$ cat src/rtl/adc_stream_if.sv
// adc_stream_if: valid/ready sample stream from the FWFT FIFO head.
// The master drives data/valid. The slave drives ready.
interface adc_stream_if #(
    parameter int BITS = 12
);
    logic [BITS-1:0] out_data;
    logic            out_valid;
    logic            out_ready;

    modport master (
        output out_data,
        output out_valid,
        input  out_ready
    );

    modport slave (
        input  out_data,
        input  out_valid,
        output out_ready
    );
endinterface

$ cat src/rtl/adc_stream.sv
// adc_stream: ADC capture block.
// - Programmable clock divider generates adc_clk.
// - Samples come from the ADC bus or a test-pattern generator.
// - Samples go into a FWFT FIFO that feeds a valid/ready stream.
// - Dropped samples are counted by a saturating overflow counter.
// Optional build macro ADC_TWOS_COMPLEMENT_EN: inverts the sample MSB
// before storage (offset-binary -> two's complement).
module adc_stream #(
    parameter int BITS  = 12,
    parameter int DIVW  = 8,
    parameter int DEPTH = 4,
    parameter int OVFW  = 16
) (
    input  logic             clk,
    input  logic             nreset,
    input  logic             enable,
    input  logic [DIVW-1:0]  div,
    input  logic [1:0]       mode,
    input  logic [BITS-1:0]  adc_data,
    output logic             adc_clk,
    output logic [OVFW-1:0]  overflow_cnt,
    input  logic             clr_overflow,
    adc_stream_if.master     s
);
    localparam int AW = $clog2(DEPTH);

    logic [DIVW-1:0] r_cnt;
    logic [DIVW-1:0] r_d;
    logic            r_en_prev;
    logic [DIVW-1:0] w_div_eff;
    logic [DIVW-1:0] w_d;
    logic [DIVW-1:0] w_d_last;
    logic [DIVW-1:0] w_half;
    logic            w_en_rise;
    logic            w_sample;

    logic [BITS-1:0] r_pcnt;
    logic [BITS-1:0] w_pat_a;
    logic [BITS-1:0] w_pat_5;
    logic [BITS-1:0] w_src;
    logic [BITS-1:0] w_push_data;

    logic [BITS-1:0] r_mem [DEPTH];
    logic [AW-1:0]   r_wr;
    logic [AW-1:0]   r_rd;
    logic [AW:0]     r_count;
    logic            w_full;
    logic            w_empty;
    logic            w_pop;
    logic            w_push;
    logic            w_drop;

    logic [OVFW-1:0] r_ovf;

    // Divider.
    // On the enable-rise cycle the latched divisor is not loaded yet,
    // so the live (clamped) div is used directly. This keeps adc_clk
    // and the wrap point correct from the very first cycle.
    assign w_div_eff = (div < DIVW'(2)) ? DIVW'(2) : div;
    assign w_en_rise = enable && !r_en_prev;
    assign w_d       = w_en_rise ? w_div_eff : r_d;
    assign w_d_last  = w_d - DIVW'(1);
    assign w_half    = w_d >> 1;
    assign w_sample  = enable && (r_cnt == w_d_last);
    assign adc_clk   = nreset && enable && (r_cnt < w_half);

    // Divider counter and divisor latch.
    // The divisor is reloaded only at a period wrap or when enable rises.
    always_ff @(posedge clk or negedge nreset) begin
        if (!nreset) begin
            r_cnt     <= '0;
            r_d       <= DIVW'(2);
            r_en_prev <= 1'b0;
        end else begin
            r_en_prev <= enable;
            if (!enable) begin
                r_cnt <= '0;
            end else if (w_sample) begin
                r_cnt <= '0;
                r_d   <= w_div_eff;
            end else begin
                r_cnt <= r_cnt + DIVW'(1);
                if (w_en_rise) begin
                    r_d <= w_div_eff;
                end
            end
        end
    end

    // Alternating test patterns, MSB first: 1010... and 0101...
    always_comb begin
        w_pat_a = '0;
        w_pat_5 = '0;
        for (int unsigned i = 0; i < BITS; i++) begin
            w_pat_a[i] = ((i % 2) == 1);
            w_pat_5[i] = ((i % 2) == 0);
        end
    end

    // Sample source select, with optional MSB inversion before storage.
    always_comb begin
        w_src = '0;
        case (mode)
            2'd0:    w_src = adc_data;
            2'd1:    w_src = {BITS{r_pcnt[0]}};
            2'd2:    w_src = r_pcnt;
            default: w_src = r_pcnt[0] ? w_pat_5 : w_pat_a;
        endcase
`ifdef ADC_TWOS_COMPLEMENT_EN
        w_push_data = {~w_src[BITS-1], w_src[BITS-2:0]};
`else
        w_push_data = w_src;
`endif
    end

    // Pattern counter.
    // Advances on every sample event, including dropped ones.
    always_ff @(posedge clk or negedge nreset) begin
        if (!nreset) begin
            r_pcnt <= '0;
        end else if (w_sample) begin
            r_pcnt <= r_pcnt + BITS'(1);
        end
    end

    // FIFO control.
    // A pop on the same edge frees the slot for a push into a full FIFO.
    assign w_full      = (r_count == (AW+1)'(DEPTH));
    assign w_empty     = (r_count == '0);
    assign s.out_valid = !w_empty;
    assign s.out_data  = w_empty ? '0 : r_mem[r_rd];
    assign w_pop       = !w_empty && s.out_ready;
    assign w_push      = w_sample && (!w_full || w_pop);
    assign w_drop      = w_sample && !w_push;

    // FIFO storage.
    // Contents need no reset: the output is gated by the occupancy count.
    always_ff @(posedge clk) begin
        if (w_push) begin
            r_mem[r_wr] <= w_push_data;
        end
    end

    // FIFO pointers and occupancy.
    always_ff @(posedge clk or negedge nreset) begin
        if (!nreset) begin
            r_wr    <= '0;
            r_rd    <= '0;
            r_count <= '0;
        end else begin
            if (w_push) begin
                r_wr <= r_wr + AW'(1);
            end
            if (w_pop) begin
                r_rd <= r_rd + AW'(1);
            end
            if (w_push && !w_pop) begin
                r_count <= r_count + (AW+1)'(1);
            end else if (!w_push && w_pop) begin
                r_count <= r_count - (AW+1)'(1);
            end
        end
    end

    // Saturating drop counter.
    // A clear takes priority over a drop on the same edge.
    always_ff @(posedge clk or negedge nreset) begin
        if (!nreset) begin
            r_ovf <= '0;
        end else if (clr_overflow) begin
            r_ovf <= '0;
        end else if (w_drop && (r_ovf != '1)) begin
            r_ovf <= r_ovf + OVFW'(1);
        end
    end

    assign overflow_cnt = r_ovf;
endmodule

$ cat src/flat_wrapper.sv
// flat-port wrapper written by rule: the top's interface ports become plain ports
module adc_stream_flat 
#(
    parameter int BITS  = 12,
    parameter int DIVW  = 8,
    parameter int DEPTH = 4,
    parameter int OVFW  = 16
)
  (clk, nreset, enable, div, mode, adc_data, adc_clk, overflow_cnt, clr_overflow, s_out_data, s_out_valid, s_out_ready);
  adc_stream_if #(.BITS(BITS)) s_i ();
  input  logic clk;
  input  logic nreset;
  input  logic enable;
  input  logic [DIVW-1:0] div;
  input  logic [1:0] mode;
  input  logic [BITS-1:0] adc_data;
  output logic adc_clk;
  output logic [OVFW-1:0] overflow_cnt;
  input  logic clr_overflow;
  output wire logic [$bits(s_i.out_data)-1:0] s_out_data;
  output wire logic [$bits(s_i.out_valid)-1:0] s_out_valid;
  input wire logic [$bits(s_i.out_ready)-1:0] s_out_ready;
  assign s_out_data = s_i.out_data;
  assign s_out_valid = s_i.out_valid;
  assign s_i.out_ready = s_out_ready;
  adc_stream #(.BITS(BITS), .DIVW(DIVW), .DEPTH(DEPTH), .OVFW(OVFW)) u_core (.clk(clk), .nreset(nreset), .enable(enable), .div(div), .mode(mode), .adc_data(adc_data), .adc_clk(adc_clk), .overflow_cnt(overflow_cnt), .clr_overflow(clr_overflow), .s(s_i));
endmodule
$ cat config.mk
export PLATFORM = sky130hd
export DESIGN_NAME = adc_stream_flat
export DESIGN_NICKNAME = d
export VERILOG_FILES = /design/src/rtl/adc_stream_if.sv /design/src/rtl/adc_stream.sv /design/src/flat_wrapper.sv
export SDC_FILE = /design/constraint.sdc
export NUM_CORES = 1
export LEC_CHECK = 0
export CORE_MARGIN = 1
export CORE_UTILIZATION = 50
export DETAILED_ROUTE_END_ITERATION = 10
export PLACE_DENSITY = 0.71
export SLEW_MARGIN = 10
export SYNTH_ARGS = -nofsm -noshare
export SYNTH_HDL_FRONTEND = slang
export SYNTH_SLANG_ARGS = --single-unit
$ cat constraint.sdc
create_clock -name clk -period 8.87 [get_ports clk]
set_clock_uncertainty 0.1 [all_clocks]
set_input_delay 2.2175 -clock clk [delete_from_list [all_inputs] [get_ports clk]]
set_output_delay 2.2175 -clock clk [all_outputs]
set_load 0.02 [all_outputs]
==> PnR_summary.wiki, run 1 <==
{| class="wikitable"
! Metric !! Value
|-
| Status || complete, no violations
|-
| Violation count after the first detailed-routing iteration || roughly 160
|-
| Post-detailed-route DRC marker count || 0
|-
| Fill count || about 810
|-
| Cell Chain, Critical Path || clkdlybuf4s50_1 -> nand2b_2 -> mux2i_1 -> ha_1 -> a21oi_1 -> a21oi_1 -> a211oi_1 -> clkdlybuf4s50_1
|-
| Vias in the first global route || around 3.6k
|-
| Leading area contributor after synthesis || sky130_fd_sc_hd__edfxtp_1
|-
| Final period demand of the worst path || around 7.4 ns
|-
| Clock sink count || 100
|-
| Overall die width || 104.0 um
|-
| Hold violation count in the final report || 0
|-
| Top-area cell type share of the netlist area || between 20 and 30%
|-
| Biggest cell delay along the critical path || 0.64 ns
|-
| Final setup fails || 0
|-
| Height of the chip || about 100 um
|-
| Met1 WL || around 4600 um
|-
| Starting Density || 52.46%
|-
| Sequential area share after synthesis || approximately 53%
|-
| Number of iterations in the first detailed-routing pass || 4
|-
| Startpoint type of the worst setup path || primary input
|-
| Arrival time of data at the critical path endpoint || about 5 ns
|-
| Commonest cells post-synth || sky130_fd_sc_hd__dfrtp_1 (51), sky130_fd_sc_hd__edfxtp_1 (48), sky130_fd_sc_hd__nand2_1 (28)
|-
| Min-Delay Path Depth || 1
|-
| Fraction of layout cells with a size suffix above 1 || ~11%
|-
| Slowest cell on crit path || sky130_fd_sc_hd__clkdlybuf4s50_1
|-
| Clock root buffer || sky130_fd_sc_hd__clkbuf_8
|-
| Cell depth of the worst flop-to-flop path || 11
|-
| Area of the die || between 0.01 and 0.015 sq mm
|-
| Pin count of the biggest net entering global routing || 54
|-
| Antenna diodes || 0
|-
| Hold worst-path end || u_core.r_pcnt[11]
|-
| Sequential Area || 0.002744 sq mm
|-
| Asr flop ratio synth || around 52%
|-
| Post-detailed-route wirelength per cell || roughly 16 um
|-
| Number of max-capacitance violations reported || 0
|-
| Unique cell type count in the Yosys netlist || between 60 and 70
|-
| Startpoint of the tightest hold check path || u_core.r_pcnt[11]
|-
| Most frequent cell after synthesis || sky130_fd_sc_hd__dfrtp_1
|-
| Tcrit/Tclk final || 83.04%
|-
| Final Net Count || roughly 520
|-
| Synthesized area divided by synthesized cell count || ~12 sq um
|-
| Achievable clock frequency || ~140 MHz
|-
| IR drop worst, VDD || 0.0001610 V
|-
| Measured slew at the worst slew-check pin || ~0.86 ns
|-
| Top fanout value on the critical path || 11
|-
| Worst-path clk slew || about 0.090 ns
|-
| Detailed Route WL || between 10,000 and 15,000 um
|-
| Post-CTS resize count || 0
|-
| Routed wire length on met2 || ~5100 um
|-
| Final TNS setup || 0 ns
|-
| Vias after detailed routing || between 3k and 4k
|-
| Crit path capture type || primary output
|-
| Count of pins on the block boundary || between 50 and 60
|-
| Combined area of all synthesized cells || a little over 0.005 sq mm
|-
| Total setup buffers inserted after CTS || 0
|-
| Pins Over Slew Limit || 0
|-
| Hold Slack || roughly 0.38 ns
|-
| Unrepaired setup endpoints after global routing || no
|-
| Post-synthesis cell count || ~430
|-
| Max layer used || met4
|-
| Post-CTS Hold Buffers || 0
|-
| GRT Total Usage || around 20%
|-
| Endpoint required time on the critical path || between 6 and 7 ns
|-
| Warnings from Yosys || 0
|-
| Post-layout util || between 60% and 70%
|-
| Area growth from synthesis to layout || 15.96%
|-
| Leakage power summed over all cells || about 2.2 nW
|-
| Most frequently used flop master after synthesis || sky130_fd_sc_hd__dfrtp_1
|-
| Min-delay worst type || reg -> reg
|-
| Maximum buffer depth of the clock tree || 2
|-
| Clock tree from TritonCTS || yes
|-
| Sum of overflow across all layers after global routing || 0
|-
| IO buf count || between 50 and 60
|-
| Number of antenna violations at the first check in global routing || 0
|-
| Maximum level of the CTS H-tree || 3
|-
| Worst setup path class || in -> out
|-
| Net count after synthesis || about 470
|-
| Final Total Pwr || about 1.2 mW
|-
| CTS Buf Count || 9
|-
| Latest clock arrival within the worst-skew pair || 0.36 ns
|-
| Global-route wire length before repair || between 15,000 and 20,000 um
|-
| Setup slack on the worst flop-to-flop path || about 4.7 ns
|-
| Core Rows || 36
|-
| Cell types occupying the most area after synthesis || sky130_fd_sc_hd__edfxtp_1 (28%), sky130_fd_sc_hd__dfrtp_1 (25%), sky130_fd_sc_hd__mux4_2 (5.2%)
|-
| Post-detailed-placement half-perimeter wirelength || 7068 um
|-
| Area of the multi-input gates || 0.002336 sq mm
|-
| Final ANT Viol Nets || 0
|-
| Number of synthesized flops with an enable pin || 48
|-
| Wire length on met3 || ~360 um
|-
| Pwr per Cell Area || just over 200 mW/mm^2
|-
| Beginning of the worst register-to-register path || u_core.r_en_prev
|-
| Post-DR vias/cell || between 5 and 6
|-
| Final GP Congestion || between 0.8 and 0.9
|-
| Number of synthesized register bits || 100
|-
| Capture instance of the worst register-to-register path || u_core.r_count[1]
|-
| Relative max-transition margin || around 43%
|-
| Core Box Area || slightly below 0.01 sq mm
|}
[state kept, by name (all words and copies together), names as in the netlist]
| name | flops |
|---|---|
| u_core.r_cnt | 8 |
| u_core.r_wr | 2 |
| u_core.r_pcnt | 12 |
| u_core.r_d | 8 |
| u_core.r_mem | 48 |
| u_core.r_count | 3 |
| u_core.r_rd | 2 |
| u_core.r_en_prev | 1 |
| u_core.overflow_cnt | 16 |
[how the worst max path moves through the flow]
stage	from	endpoint	slack [ns]
after global placement	enable	adc_clk	1.57
after floorplan	enable	adc_clk	2.72
after detailed placement	enable	adc_clk	1.51
final	enable	adc_clk	1.50
after global routing	enable	adc_clk	1.24
after CTS	enable	adc_clk	1.49
[layout by cell type (no fill, tap or decap), drive strengths merged, types with 2 or more instances in the layout]
cell	instances
and3	15
xnor2	19
mux4	12
or4	11
clkinv	3
and2	15
o22ai	2
ha	15
o31ai	9
mux2i	6
o21ai	21
nand3	14
a211oi	9
buf	3
clkdlybuf4s50	55
dfrtp	51
or3	6
o211ai	8
nor2b	7
clkbuf	10
nand4	9
nand2	28
nor3	4
nor4	5
inv	10
a21oi	20
xor2	13
a2111oi	2
nor2	24
nand2b	4
mux2	9
o21a	2
edfxtp	48
nand3b	2
[area by class of cell]
type / count / area share (%)
Sequential cell: 100 / 45.52
Tap cell: 133 / 2.760
Timing Repair Buffer: 58 / 9.465
Inverter: 7 / 0.4359
Clock buffer: 10 / 2.117
Multi-Input combinational cell: 305 / 38.75
Clock inverter: 6 / 0.9548
[stage by stage]
stage                     setup WS [ns]  instances  cell area, sq um
after global placement            1.572        603              5843
after CTS                         1.489        619              6028
after detailed placement          1.508        603              5843
final                             1.504        619              6028
after floorplan                   2.722        431              5199
after global routing              1.238        619              6028
[kinds of logic (layout without fill, tap and decap cells)]
kind of cell	Yosys count	count (layout)	share of synthesized area [%]
AOI/OAI and AO/OA	82	82	10.88
xor gates and xnor gates	32	32	5.391
adders and majority gates	16	16	3.995
buffers and inverters	26	81	2.287
DFF	100	100	52.78
muxes	27	27	8.833
and+or+nand+nor	148	148	15.84
[routing by layer]
layer | track usage [%] | vias up
met5 | 0 | -
met4 | 4.082 | 0
met3 | 4.135 | 8
met2 | 33.67 | 81
met1 | 26.83 | 1766
li1 | - | 1728
[report_power, final]
group / switching, mW / leakage, nW / total (mW) / internal, mW
combinational: 0.166 / 1.03 / 0.362 / 0.196
clock: 0.167 / 0.0949 / 0.276 / 0.109
sequential: 0.0559 / 1.12 / 0.576 / 0.520
total: 0.389 / 2.25 / 1.21 / 0.825
[worst max-delay path: cells and delay by family]
kind	cells	cell delay [ns]
AO/OA/AOI/OAI	3	0.42
adder cells (fa/ha/maj)	1	0.34
buffers and inverters	2	1.19
multiplexers	1	0.51
AND/OR/NAND/NOR	1	0.36
No activity file was read; power rests on OpenSTA's default activity.
==> run 2: changes to the inputs <==
==> constraint.sdc (replaced) <==
create_clock -name clk -period 7.4 [get_ports clk]
set_clock_uncertainty 0.1 [all_clocks]
set_input_delay 1.85 -clock clk [delete_from_list [all_inputs] [get_ports clk]]
set_output_delay 1.85 -clock clk [all_outputs]
set_load 0.02 [all_outputs]
==> run 2 against run 1 <==
Register-to-register slack got worse by 1.1 ns. Via count fell by 2.4%. Clock-buffer cell count fell by 1. First-iteration DRC count fell by 3.8%. Die area did not move. Global-route usage fell by 0.49 points. Largest power group unchanged.
==> PnR_summary.wiki, run 2 (synthesized netlist as in run 1, its figures left out) <==
{| class="wikitable"
! Metric !! Value
|-
| Post-detailed-placement half-perimeter wirelength || 7111 um (was 7068 um)
|-
| Fraction of layout cells with a size suffix above 1 || 11.48% (was 10.91%)
|-
| Starting Density || 52.46% (unchanged)
|-
| Unrepaired setup endpoints after global routing || no (unchanged)
|-
| Violation count after the first detailed-routing iteration || 150 (was 156)
|-
| Final setup fails || 0 (unchanged)
|-
| Non-filler instance count after layout || 621 (was 619)
|-
| Post-layout util || 61.05% (was 60.83%)
|-
| Final Net Count || 526 (was 524)
|-
| Core Box Area || 0.009910 sq mm (unchanged)
|-
| Detailed Route WL || 9961 um (was 10,200 um)
|-
| Vias in the first global route || 3,472 (was 3,564)
|-
| Number of iterations in the first detailed-routing pass || 4 (unchanged)
|-
| Setup slack on the worst flop-to-flop path || 3.62 ns (was 4.69 ns)
|-
| Height of the chip || 104.0 um (unchanged)
|-
| Max FFs per register || 48 (unchanged)
|-
| Hold violation count in the final report || 0 (unchanged)
|-
| Clock sink count || 100 (unchanged)
|-
| DP Worst Slack || 0.8240 ns (was 1.508 ns)
|-
| Post-detailed-route wirelength per cell || 16.04 um (was 16.47 um)
|-
| Number of max-capacitance violations reported || 0 (unchanged)
|-
| Status || complete, no violations (unchanged)
|-
| Clock root buffer || sky130_fd_sc_hd__clkbuf_8 (unchanged)
|-
| Number of antenna violations at the first check in global routing || 0 (unchanged)
|-
| Clock tree from TritonCTS || yes (unchanged)
|-
| Startpoint type of the worst setup path || primary input (unchanged)
|-
| IO buf count || 56 (unchanged)
|-
| Worst-path clk slew || 0.10 ns (was 0.09 ns)
|-
| Latest clock arrival within the worst-skew pair || 0.36 ns (about the same)
|-
| Final TNS setup || 0 ns (unchanged)
|-
| Final period demand of the worst path || ~6.6 ns
|-
| Worst setup path class || in -> out (unchanged)
|-
| Setup slack of the critical path after layout || 0.8218 ns (was 1.504 ns)
|-
| Core Rows || 36 (unchanged)
|-
| Global-route wire length before repair || 16,840 um (was 17,350 um)
|-
| Leakage power summed over all cells || 2.260 nW (was 2.246 nW)
|-
| Final Total Pwr || 1.458 mW (was 1.214 mW)
|-
| Measured slew at the worst slew-check pin || 0.8460 ns (was 0.8615 ns)
|-
| Achievable clock frequency || roughly 150 MHz
|-
| Largest register by flop count || u_core.r_mem (unchanged)
|-
| Vias after detailed routing || 3,496 (was 3,583)
|-
| Leading cell type in the layout, fill and taps excluded || sky130_fd_sc_hd__clkdlybuf4s50_1 (unchanged)
|-
| Overall die width || 104.0 um (unchanged)
|-
| Endpoint required time on the critical path || 5.45 ns (was 6.55 ns)
|-
| Maximum level of the CTS H-tree || 3 (unchanged)
|-
| Total setup buffers inserted after CTS || 0 (unchanged)
|-
| GRT Total Usage || 19.48% (was 19.98%)
|-
| Crit path capture type || primary output (unchanged)
|-
| Arrival time of data at the critical path endpoint || 4.63 ns (was 5.05 ns)
|-
| Post-route cell area || 0.006050 sq mm (was 0.006028 sq mm)
|-
| Post-DR vias/cell || 5.630 (was 5.788)
|-
| Post-CTS resize count || 0 (unchanged)
|-
| Number of cells after detailed placement || 605 (was 603)
|-
| Pins Over Slew Limit || 0 (unchanged)
|-
| CTS Buf Count || 9 (unchanged)
|-
| Area after DPL || 0.005858 sq mm (was 0.005843 sq mm)
|-
| Final GP Congestion || 0.8553 (was 0.8141)
|-
| Top fanout value on the critical path || 11 (unchanged)
|-
| Tcrit/Tclk final || approximately 90%
|-
| Pin count of the biggest net entering global routing || 53 (was 54)
|-
| Sum of overflow across all layers after global routing || 0 (unchanged)
|-
| Final ANT Viol Nets || 0 (unchanged)
|-
| Post-CTS Hold Buffers || 0 (unchanged)
|-
| Antenna diodes || 0 (unchanged)
|-
| Most used cells in the layout excluding fill and tap cells || sky130_fd_sc_hd__clkdlybuf4s50_1 (55), sky130_fd_sc_hd__dfrtp_1 (51), sky130_fd_sc_hd__edfxtp_1 (48), sky130_fd_sc_hd__nand2_1 (28), sky130_fd_sc_hd__nor2_1 (23) (unchanged)
|-
| Min-delay worst type || reg -> reg (unchanged)
|-
| Post-detailed-route DRC marker count || 0 (unchanged)
|-
| Pwr per Cell Area || 240.9 mW/mm^2 (was 201.4 mW/mm^2)
|-
| Count of pins on the block boundary || 57 (unchanged)
|-
| Area of the die || 0.01081 sq mm (unchanged)
|-
| Relative max-transition margin || 43.60% (was 42.57%)
|-
| IR drop worst, VDD || 0.0001542 V (was 0.0001610 V)
|-
| Maximum buffer depth of the clock tree || 2 (unchanged)
|-
| Hold Slack || 0.3859 ns (was 0.3784 ns)
|-
| Area growth from synthesis to layout || 16.37% (was 15.96%)
|}
run 2: cell types whose count changed in the layout (fill, tap and decap cells not counted):
cell	previous run	this run
sky130_fd_sc_hd__clkinv_4	3	1
sky130_fd_sc_hd__inv_8	2	1
sky130_fd_sc_hd__inv_6	1	3
sky130_fd_sc_hd__clkinv_2	0	1
sky130_fd_sc_hd__buf_4	2	4
sky130_fd_sc_hd__clkbuf_1	1	0
sky130_fd_sc_hd__clkinv_8	0	1
run 2: layout make-up:
cell class              instances  area, sq um
well taps                     133        166.4
flip-flops and latches        100         2744
fillers                       782         3860
clock buffers                   9        123.9
clock inverters                 7        67.56
repair buffers                 60        585.6
multi-input cells             305         2336
inverters                       7        26.28
run 2: metal layers:
| layer | vias up | share of wire [%] | global-route usage [%] |
|---|---|---|---|
| met5 | - | 0 | 0 |
| met4 | 0 | 1.1 | 5.510 |
| met3 | 9 | 3.5 | 4.010 |
| met2 | 76 | 50 | 33.52 |
| met1 | 1687 | 46 | 24.93 |
| li1 | 1724 | - | - |
run 2: path summary, 6_finish.rpt:
kind | from | depth (start not counted) | endpoint
setup / recovery | enable | 8 | adc_clk
hold / removal | u_core.r_pcnt[11] | 1 | u_core.r_pcnt[11]
setup reg to reg | u_core.r_en_prev | 15 | u_core.r_count[2]
hold reg to reg | u_core.r_pcnt[11] | 1 | u_core.r_pcnt[11]
max in group asynchronous | nreset | 2 | u_core.r_pcnt[10]
min in group asynchronous | nreset | 2 | u_core.overflow_cnt[0]
run 2: where the power goes:
| part | switching [mW] | internal (mW) | total (mW) | leakage, nW |
|---|---|---|---|---|
| logic | 0.200 | 0.235 | 0.435 | 1.04 |
| registers | 0.0662 | 0.623 | 0.689 | 1.12 |
| clock network | 0.202 | 0.131 | 0.333 | 0.0993 |
| total | 0.468 | 0.989 | 1.46 | 2.26 |
run 2: critical path: stages:
cell and delay [ns]:
sky130_fd_sc_hd__clkdlybuf4s50_1 0.54, sky130_fd_sc_hd__nand2b_2 0.36, sky130_fd_sc_hd__mux2i_1 0.49, sky130_fd_sc_hd__ha_1 0.34, sky130_fd_sc_hd__a21oi_1 0.15, sky130_fd_sc_hd__a21oi_1 0.08, sky130_fd_sc_hd__a211oi_1 0.18, sky130_fd_sc_hd__clkdlybuf4s50_1 0.64
